File: config.mk
export PLATFORM = sky130hd
export DESIGN_NAME = uart_rx_read
export DESIGN_NICKNAME = d
export VERILOG_FILES = /design/src/rtl/uart_rx_read.sv
export SDC_FILE = /design/constraint.sdc
export NUM_CORES = 1
export LEC_CHECK = 0
export CORE_ASPECT_RATIO = 0.8
export CORE_MARGIN = 2
export CORE_UTILIZATION = 24
export CTS_CLUSTER_DIAMETER = 150
export CTS_CLUSTER_SIZE = 16
export DETAILED_ROUTE_END_ITERATION = 10
export GPL_ROUTABILITY_DRIVEN = 0
export PLACE_DENSITY_LB_ADDON = 0.1
export SLEW_MARGIN = 20
export SYNTH_ARGS = -nofsm -noshare
export SYNTH_HDL_FRONTEND = slang
export SYNTH_SLANG_ARGS = --single-unit
export TNS_END_PERCENT = 50
File: constraint.sdc
create_clock -name clk -period 2.3 [get_ports clk]
set_clock_uncertainty 0.1 [all_clocks]
set_input_delay 0.575 -clock clk [delete_from_list [all_inputs] [get_ports clk]]
set_output_delay 0.575 -clock clk [all_outputs]
set_load 0.03 [all_outputs]
File: src/rtl/uart_rx_read.sv
// UART receiver: 2-flop input synchronizer, mid-bit sampling FSM and a one-entry output buffer.
// Define UART_RX_PARITY_EN to add an even-parity bit between the data and stop bits.
module uart_rx_read #(
  parameter int unsigned DATA_WIDTH   = 8,
  parameter int unsigned CLKS_PER_BIT = 868
) (
  input  logic                  clk,
  input  logic                  rstn,
  input  logic                  rx_i,
  output logic [DATA_WIDTH-1:0] data_o,
  output logic                  valid_out,
  input  logic                  ready_out,
  output logic                  frame_err_o,
  output logic                  overrun_o
`ifdef UART_RX_PARITY_EN
  ,
  output logic                  parity_err_o
`endif
);

  localparam int unsigned CNT_W = $clog2(CLKS_PER_BIT);
  localparam int unsigned BIT_W = $clog2(DATA_WIDTH + 1);
  localparam logic [CNT_W-1:0] CNT_HALF = CNT_W'(CLKS_PER_BIT / 2);
  localparam logic [CNT_W-1:0] CNT_LAST = CNT_W'(CLKS_PER_BIT - 1);
  localparam logic [BIT_W-1:0] BIT_LAST = BIT_W'(DATA_WIDTH - 1);

  typedef enum logic [2:0] {
    ST_IDLE      = 3'd0,
    ST_START     = 3'd1,
    ST_DATA      = 3'd2,
`ifdef UART_RX_PARITY_EN
    ST_PARITY    = 3'd3,
`endif
    ST_STOP      = 3'd4,
    ST_WAIT_IDLE = 3'd5
  } state_e;

  state_e                  state_q, state_d;
  logic                    rx_meta_q, rx_s_q;
  logic [CNT_W-1:0]        cnt_q, cnt_d;
  logic [BIT_W-1:0]        bit_q, bit_d;
  logic [DATA_WIDTH-1:0]   shift_q, shift_d;
  logic [DATA_WIDTH-1:0]   data_q, data_d;
  logic                    valid_q, valid_d;
  logic                    frame_err_q, frame_err_d;
  logic                    overrun_q, overrun_d;
  logic                    bit_end_c;
  logic                    commit_c;
`ifdef UART_RX_PARITY_EN
  logic                    parity_err_q, parity_err_d;
`endif

  // Mid-bit sample point once the counter has been re-aligned to the start-bit centre
  assign bit_end_c = (cnt_q == CNT_LAST);

  always_comb begin
    state_d     = state_q;
    cnt_d       = cnt_q;
    bit_d       = bit_q;
    shift_d     = shift_q;
    data_d      = data_q;
    valid_d     = valid_q;
    frame_err_d = 1'b0;
    overrun_d   = 1'b0;
    commit_c    = 1'b0;
`ifdef UART_RX_PARITY_EN
    parity_err_d = 1'b0;
`endif

    case (state_q)
      ST_IDLE: begin
        cnt_d = '0;
        bit_d = '0;
        if (!rx_s_q) state_d = ST_START;
      end
      ST_START: begin
        if (cnt_q == CNT_HALF) begin
          cnt_d   = '0;
          bit_d   = '0;
          state_d = rx_s_q ? ST_IDLE : ST_DATA;
        end else begin
          cnt_d = cnt_q + CNT_W'(1);
        end
      end
      ST_DATA: begin
        cnt_d = bit_end_c ? '0 : cnt_q + CNT_W'(1);
        if (bit_end_c) begin
          shift_d = {rx_s_q, shift_q[DATA_WIDTH-1:1]};
          if (bit_q == BIT_LAST) begin
`ifdef UART_RX_PARITY_EN
            state_d = ST_PARITY;
`else
            state_d = ST_STOP;
`endif
          end else begin
            bit_d = bit_q + BIT_W'(1);
          end
        end
      end
`ifdef UART_RX_PARITY_EN
      ST_PARITY: begin
        cnt_d = bit_end_c ? '0 : cnt_q + CNT_W'(1);
        if (bit_end_c) begin
          parity_err_d = (^shift_q) ^ rx_s_q;
          state_d      = ST_STOP;
        end
      end
`endif
      ST_STOP: begin
        cnt_d = bit_end_c ? '0 : cnt_q + CNT_W'(1);
        if (bit_end_c) begin
          if (rx_s_q) begin
            commit_c = 1'b1;
            state_d  = ST_IDLE;
          end else begin
            frame_err_d = 1'b1;
            state_d     = ST_WAIT_IDLE;
          end
        end
      end
      ST_WAIT_IDLE: begin
        cnt_d = '0;
        if (rx_s_q) state_d = ST_IDLE;
      end
      default: state_d = ST_IDLE;
    endcase

    // One-entry buffer: a commit into a full, unaccepted buffer is dropped
    if (commit_c) begin
      if (!valid_q || ready_out) begin
        data_d  = shift_q;
        valid_d = 1'b1;
      end else begin
        overrun_d = 1'b1;
      end
    end else if (valid_q && ready_out) begin
      valid_d = 1'b0;
    end
  end

  always_ff @(posedge clk or negedge rstn) begin
    if (!rstn) begin
      rx_meta_q   <= 1'b1;
      rx_s_q      <= 1'b1;
      state_q     <= ST_IDLE;
      cnt_q       <= '0;
      bit_q       <= '0;
      shift_q     <= '0;
      data_q      <= '0;
      valid_q     <= 1'b0;
      frame_err_q <= 1'b0;
      overrun_q   <= 1'b0;
`ifdef UART_RX_PARITY_EN
      parity_err_q <= 1'b0;
`endif
    end else begin
      rx_meta_q   <= rx_i;
      rx_s_q      <= rx_meta_q;
      state_q     <= state_d;
      cnt_q       <= cnt_d;
      bit_q       <= bit_d;
      shift_q     <= shift_d;
      data_q      <= data_d;
      valid_q     <= valid_d;
      frame_err_q <= frame_err_d;
      overrun_q   <= overrun_d;
`ifdef UART_RX_PARITY_EN
      parity_err_q <= parity_err_d;
`endif
    end
  end

  assign data_o      = data_q;
  assign valid_out   = valid_q;
  assign frame_err_o = frame_err_q;
  assign overrun_o   = overrun_q;
`ifdef UART_RX_PARITY_EN
  assign parity_err_o = parity_err_q;
`endif

endmodule

### Word-level counts from Yosys, hierarchy flattened

Index checks and enable logic that the tools add are counted.

* register bits: 38
* input bits: 4
* output and inout bits: 11
* word-level logic and storage cells: 68

* add/subtract/negate cells: 2
* equal/unequal tests: 15
* muxes and demuxes: 27
* reductions and logical operators: 14

Operators by type and width (number)
* $pmux 10 s3: 1
* $mux 3: 7
* $mux 10: 2
* $pmux 3 s5: 1
* $ne 2x2->1 const B: 7
* $mux 4: 3
* $pmux 4 s3: 1
* $mux 1: 11
* $add 10x1->10 const B: 1
* $eq 10x10->1 const B: 1
* $eq 10x9->1 const B: 1
* $eq 3x3->1 const B: 2
* $reduce_and 2->1: 3
* $reduce_and 6->1: 1
* $reduce_bool 3->1: 2
* $add 4x1->4 const B: 1
* $eq 4x3->1 const B: 1
* $reduce_and 4->1: 1
* $reduce_or 2->1: 2
* $eq 3x1->1 const B: 1
* $eq 3x2->1 const B: 1
* $logic_not 3->1: 1
* $mux 2: 1
* $ne 2x1->1 const B: 1
* other kinds (4): 4

### Logic depth before layout (Yosys ltp)

Gate-level depths: netlist of the first run.

* depth after elaboration: 5
* depth in mapped cells: 7
* depth with buffers taken out: 7

### Worst setup path after synthesis of the first run

Ideal clock, no wire load.

* path kind: reg2reg
* start point: reg cnt_q[0]
* end point: reg data_q[0], in the netlist data_o[0]
* arrival time: 1.702 ns
* required time: 2.075 ns
* slack: 0.373 ns
* stages on the path, launching flop included: 7
* buffers on the path: 1
* clock period less this slack: 1.927 ns
* cells stage by stage: dfrtp_1 ha_1 and4b_1 nand3_2 buf_6 nor3b_4 mux2_2

* word-level cells in the longest chain between the ends: 4

Ends and longest elaborated chain
* from (decl): RTL line 40 `logic [CNT_W-1:0] cnt_q, cnt_d;`
* from (signal assigned): RTL line 160 `cnt_q <= cnt_d;`
* $eq 10x10->1: RTL line 54 `assign bit_end_c = (cnt_q == CNT_LAST);`
* $mux 1: RTL line 111 `if (bit_end_c) begin`
* $mux 1: RTL line 70 `case (state_q)`
* $reduce_and 2->1 (no line)
* to (signal assigned): RTL line 163 `data_q <= data_d;`
* to (decl): RTL line 43 `logic [DATA_WIDTH-1:0] data_q, data_d;`

No other way between the ends.
A chain may end at the register's enable or synchronous reset.

### Worst setup path after layout of the first run

* start point: reg cnt_q[2]
* end point: reg bit_q[3]

* word-level cells in the longest chain between the ends: 3
* elaborated cells on any way between the ends: 5
* classes of those cells: eq/ne (4); reduce/logical (1)

Ends and longest elaborated chain
* $eq 10x9->1 / $eq 10x10->1 (equally long branches): RTL line 77, 54
* $ne 2x2->1 (no line)
* $reduce_and 4->1 (no line) (*)
* to (signal assigned): RTL line 161 `bit_q <= bit_d;`
* to (decl): RTL line 41 `logic [BIT_W-1:0] bit_q, bit_d;`

Mark *: on every way between the ends. The rest lies on a longest branch, timed or not.

==> impl_metrics.yaml, run 1 <==
status:
  status: "finished, final reports clean"
critical_path:
  crit_buf_inv: 0
  worstPathArrival_ps: 2140
  crit_path_start_kind: "flop"
  cp.required_ps: 2380
  cp_top_family: "simple AND/OR/NAND/NOR gates"
  regToRegStartpoint: "cnt_q[2]$_DFFE_PN0P_"
  crit_path_top_delay_cell: "dfrtp_1"
  worst-setup-path-type: "reg -> reg"
  cp-end-kind: "flop"
  cp_cell_sequence: "nor3b_4 -> nand3_2 -> or3b_1 -> a21o_1 -> a22o_1"
  slowest_delay_ps: 450
  critPathMaxFanout: 7
  crit_start: "cnt_q[2]$_DFFE_PN0P_"
timing:
  fin_crit_sh_pct: 89.3
  worst_slack_ps: 245
  max_freq_mhz: 487
  slew_headroom_pct: 66.2
  tns_ps: 0
  setup_viol: 0
  rsz0062_at_grt: "no"
  fin_crit_ps: 2050
  worst_pin_slew_ps: 507
  slew_viol_final: 0
  hold_violations: 0
logic_synthesis:
  seq_area_frac_synth_pct: 53.9
  synth.top_cell.area_share_pct: 50.9
  synth_cells: 147
  synthTopCellsByArea: "dfrtp_1 (51%), mux2_2 (11%), dfstp_2 (3.0%)"
  yosysTopAreaCell: "dfrtp_1"
  yosys_register_bits: 38
  post_synth_num_cell_types: 43
  synthSimpleGateAreaFrac_pct: 15.3
  synth_edf_count: 0
  ys.warnings.count: 0
  synth_top_family_by_area: "simple AND/OR/NAND/NOR gates"
  async_flop_share_pct: 100
  netlist_area_mm2: 0.00177
  synth_compound_gate_area_share_pct: 11.0
  synthFlopType: "dfrtp_1"
  synth_area_per_cell_um2: 12.0
  synthAdderAreaFrac_pct: 2.12
  synth_fp_nets: 154
  synth_mux_area_share_pct: 12.0
  synth_xor_area_share_pct: 2.97
pwr:
  p_comb_share_pct: 1.4
  pwr-share-clk_pct: 49.7
  p_seq_share_pct: 48.9
  p_per_area_mw_per_mm2: 623
  p_int_mw: 1.11
  power.switching_mw: 0.267
  p_sw_share_pct: 19.4
  peakVddDrop_uv: 322
  p_leak_nw: 0.970
layout:
  antenna_cells: 0
  layout.cells.most_common: "dfrtp_1"
  finalInstanceArea_mm2: 0.00221
  multi_input_area_um2: 769
  syn_to_final_growth_pct: 25.0
  final_nets: 181
  fill_cells: 710
  drive_gt1_share_pct: 26.3
  fin_cells: 262
  regArea_um2: 953
  layout_common_cells: "dfrtp_1 (36), mux2_2 (18), clkdlybuf4s50_1 (13)"
clock_network:
  post_cts_buffers: 0
  clkSlewWorstSetupHoldPaths_ps: 80
  ctsResizeCount: 0
  cts_buffers: 5
  clock_latency_ps: 290
  clockRootBuffer: "clkbuf_8"
  clk_path_buf_depth: 2
  cts_sinks: 38
  cts_tree: "built"
  hold_buffers: 0
  htreeDepth: 2
detailed_routing:
  drcViolationCount: 0
  drt_iter0_drc: 21
  first_pass_iters: 4
  routed-via-count: 1237
  antenna_left: 0
  post_drt_wl_per_cell_um: 14.4
  via_per_inst: 4.72
  postRouteWirelength_mm: 3.77
global_routing:
  antenna_found_initial: 0
  grt-ovfl-total: 0
  grtUsageTotal_pct: 10.3
  grt_pass1_vias: 1306
  grt_pass1_wl_mm: 6.38
  grt_max_degree: 39
floorplanning:
  rows: 27
  ios: 15
  start_util_pct: 25.2
  coreArea_mm2: 0.00703
  die_area_mm2: 0.00808
  dieHeight_um: 80.8
  fp.dieW_um: 100
min_path:
  hold_class: "in -> async"
job:
  drv_cap: 0
place:
  preCtsSetupSlack_ps: 171
  placed_area_mm2: 0.00207
  hpwl_mm: 2.66
  portBuffers: 14
  dp.cells: 254
[metal layers]
layer  up-vias  GRT usage, %  routed length [um]
met3         6          2.67                  91
li1        589             -                   -
met4         0          5.07                  78
met2        18          16.7                1730
met1       624          13.0                1870
met5         -             0                   0
[cells in the mapped netlist, types with 2 or more instances]
master and instances:
nor4_1 2, nor3b_4 2, o21ai_0 6, dfstp_2 2, nand2b_1 2, o31ai_1 2, a31oi_1 2, mux2_2 18
xor2_1 5, o32ai_1 2, nand2_1 11, nor2b_1 2, dfrtp_1 36, nand3_1 4, a21oi_1 3, inv_1 5
nor2_1 11, nand4_1 2, ha_1 3, nor3_1 4
[registers in the layout, indices dropped and copies added (netlist names)]
| register | count |
|---|---|
| rx_meta_q | 1 |
| data_o | 8 |
| valid_out | 1 |
| frame_err_o | 1 |
| bit_q | 4 |
| state_q | 3 |
| cnt_q | 10 |
| rx_s_q | 1 |
| shift_q | 8 |
| overrun_o | 1 |
[through the flow]
step | hold WS [ps] | utilization [%] | total power [mW]
final | 234 | 31.5 | 1.38
after global routing | 262 | 31.5 | 1.44
after CTS | 250 | 31.5 | 1.41
after detailed placement | 248 | 29.5 | 0.707
after global placement | 247 | 29.5 | 0.706
after floorplan | 179 | - | 0.686
[power by group through the flow]
stage | logic (mW) | clock network (mW) | registers (mW)
6_report | 0.0192 | 0.685 | 0.673
5_1_grt | 0.0226 | 0.740 | 0.674
4_1_cts | 0.0208 | 0.717 | 0.673
3_5_place_dp | 0.0209 | 0 | 0.686
3_3_place_gp | 0.0199 | 0 | 0.686
2_1_floorplan | 0.000698 | 0 | 0.685
[area by class of cell]
| cell class | count | area share (%) |
|---|---|---|
| timing repair buffer | 24 | 10.1 |
| tap | 87 | 4.92 |
| sequential | 38 | 43.1 |
| clock buffer | 5 | 3.11 |
| clock inverter | 3 | 3.11 |
| multi-input combinational | 100 | 34.8 |
| inverter | 5 | 0.849 |
[cell families (layout without fill, tap and decap cells)]
| kind of cell | after synthesis | count (layout) |
|---|---|---|
| and+or+nand+nor | 47 | 47 |
| DFF | 38 | 38 |
| xor gates and xnor gates | 6 | 6 |
| buffers and inverters | 9 | 37 |
| adders and majority gates | 3 | 3 |
| muxes | 19 | 19 |
| AOI/OAI and AO/OA | 25 | 25 |
[worst paths after layout]
path	endpoint	slack, ps	cells after the start
worst max-delay path	bit_q[3]$_DFFE_PN0P_	250	5
worst min-delay path	cnt_q[2]$_DFFE_PN0P_	230	2
worst max register to register	bit_q[3]$_DFFE_PN0P_	250	5
worst min register to register	rx_s_q$_DFF_PN1_	250	0
max in group asynchronous	rx_meta_q$_DFF_PN1_	1500	2
min in group clk	rx_s_q$_DFF_PN1_	250	0
No activity file was read; power rests on OpenSTA's default activity.
==> inputs of run 2 (changes only) <==
Settings changed: ABC_AREA set to 1.
==> impl_metrics.yaml, run 2 <==
place:
  placed_area_mm2: 0.00230
  hpwl_mm: 3.40
  portBuffers: 14
clock_network:
  ctsResizeCount: 0
  cts_buffers: 5
  cts_sinks: 38
  clk_path_buf_depth: 2
  cts_tree: "built"
  hold_buffers: 0
  post_cts_buffers: 0
  htreeDepth: 2
  clkSlewWorstSetupHoldPaths_ps: 80
  clockRootBuffer: "clkbuf_8"
  clock_latency_ps: 290
logic_synthesis:
  yosys_register_bits: 38
  ys.warnings.count: 0
  netlist_area_mm2: 0.00205
  synth.top_cell.area_share_pct: 43.9
  synth.most_common_cell: "nand2_1"
  synth_edf_count: 0
  post_synth_num_cell_types: 34
  synth_fp_nets: 263
  synthTopCellsByCount: "nand2_1 (91), dfrtp_1 (36), nor2_1 (29)"
  async_flop_share_pct: 100
  synth_cells: 256
  synthTopCellsByArea: "dfrtp_1 (44%), nand2_1 (17%), nor2_1 (5.3%)"
  synthFlopType: "dfrtp_1"
  seq_area_frac_synth_pct: 46.5
  yosysTopAreaCell: "dfrtp_1"
  synth_area_per_cell_um2: 8.01
timing:
  fin_crit_ps: 2000
  holdWs_ps: 152
  slew_headroom_pct: 65.3
  rsz0062_at_grt: "no"
  slew_viol_final: 0
  max_freq_mhz: 500
  hold_violations: 0
  worst_pin_slew_ps: 520
  fin_crit_sh_pct: 86.9
  tns_ps: 0
  setup_viol: 0
layout:
  final_core_util_pct: 28.5
  final_nets: 283
  largest_reg_flops: 10
  drive_gt1_share_pct: 14.1
  syn_to_final_growth_pct: 17.0
  layout_common_cells: "nand2_1 (91), dfrtp_1 (36), nor2_1 (29)"
  fill_cells: 931
  antenna_cells: 0
  regMostFlops: "cnt_q"
  layout.cells.most_common: "nand2_1"
  finalInstanceArea_mm2: 0.00240
global_routing:
  grt_pass1_wl_mm: 8.00
  grt_max_degree: 23
  grt_pass1_vias: 1566
  grtUsageTotal_pct: 11.0
  grt-ovfl-total: 0
  antenna_found_initial: 0
critical_path:
  cp_top_family: "buffers and inverters"
  critPathMaxFanout: 2
  cp_cell_sequence: "clkdlybuf4s50_1"
  cp.required_ps: 1620
  crit_path_start_kind: "flop"
  cp-end-kind: "output pin"
  worst-setup-path-type: "reg -> out"
  worstPathArrival_ps: 1320
  slowest_delay_ps: 670
  crit_path_top_delay_cell: "clkdlybuf4s50_1"
  r2r_slack_ps: 410
  crit_buf_inv: 1
pwr:
  pwr-share-clk_pct: 41.2
  power.switching_mw: 0.262
  p_sw_share_pct: 22.2
  peakVddDrop_uv: 201
  p_per_area_mw_per_mm2: 492
  power_mw: 1.18
  p_leak_nw: 1.17
  p_seq_share_pct: 57.0
  p_comb_share_pct: 1.8
  p_int_mw: 0.918
floorplanning:
  coreArea_mm2: 0.00841
  fp.dieW_um: 107
  rows: 30
  die_area_mm2: 0.00931
  start_util_pct: 24.4
  dieHeight_um: 86.7
  ios: 15
detailed_routing:
  topRoutingLayerUsed: "met4"
  drt_iter0_drc: 65
  drcViolationCount: 0
  first_pass_iters: 4
  post_drt_wl_per_cell_um: 11.8
  met2_length_mm: 1.81
  via_per_inst: 4.17
  antenna_left: 0
  wl_met1_mm: 2.59
  wl_met3_um: 137
  routed-via-count: 1623
  postRouteWirelength_mm: 4.59
min_path:
  hold_class: "in -> async"
job:
  drv_cap: 0
status:
  status: "finished, final reports clean"
-- run 2: worst paths after layout --
| kind | start | to | depth (start not counted) |
|---|---|---|---|
| worst max register to register | cnt_q[1]$_DFFE_PN0P_ | cnt_q[5]$_DFFE_PN0P_ | 8 |
| worst max-delay path | data_o[6]$_DFFE_PN0P_ | data_o[6] | 1 |
| min in group clk | rx_meta_q$_DFF_PN1_ | rx_s_q$_DFF_PN1_ | 0 |
| max in group asynchronous | rstn | state_q[0]$_DFFE_PN0P_ | 2 |
| worst min register to register | rx_meta_q$_DFF_PN1_ | rx_s_q$_DFF_PN1_ | 0 |
| worst min-delay path | rstn | data_o[4]$_DFFE_PN0P_ | 1 |
-- run 2: power by group through the flow --
stage	Combinational (mW)	Sequential, mW	Clock (mW)
after floorplan	0.00134	0.685	0
after global placement	0.0239	0.685	0
after detailed placement	0.0230	0.685	0
after CTS	0.0230	0.672	0.512
after global routing	0.0257	0.673	0.539
final	0.0217	0.672	0.486
-- run 2: through the flow --
stage	instances	setup slack (ps)
floorplan	256	758
global placement	381	325
detailed placement	381	347
CTS	389	276
global route	389	173
finish	389	302
-- run 2: layer usage --
metal,vias to the layer above,GRT usage [%]
met3,4,2.41
met5,-,0
li1,854,-
met1,747,17.0
met4,0,3.50
met2,18,15.1
-- run 2: kinds of logic after synthesis --
group | after synthesis | synth area share, %
xor gates and xnor gates | 2 | 0.854
buffers and inverters | 24 | 5.92
adders and majority gates | 3 | 1.83
and+or+nand+nor | 166 | 38.2
AOI/OAI and AO/OA | 23 | 6.71
DFF | 38 | 46.5
-- run 2: area by class of cell --
type                    count  area [um^2]  share of cell area, %
multi-input cells         194          976                   40.7
flip-flops and latches     38          953                   39.7
repair buffers             17          158                   6.57
well taps                 112          140                   5.84
clock buffers               6         82.6                   3.44
inverters                  20         77.6                   3.23
clock inverters             2         12.5                  0.521
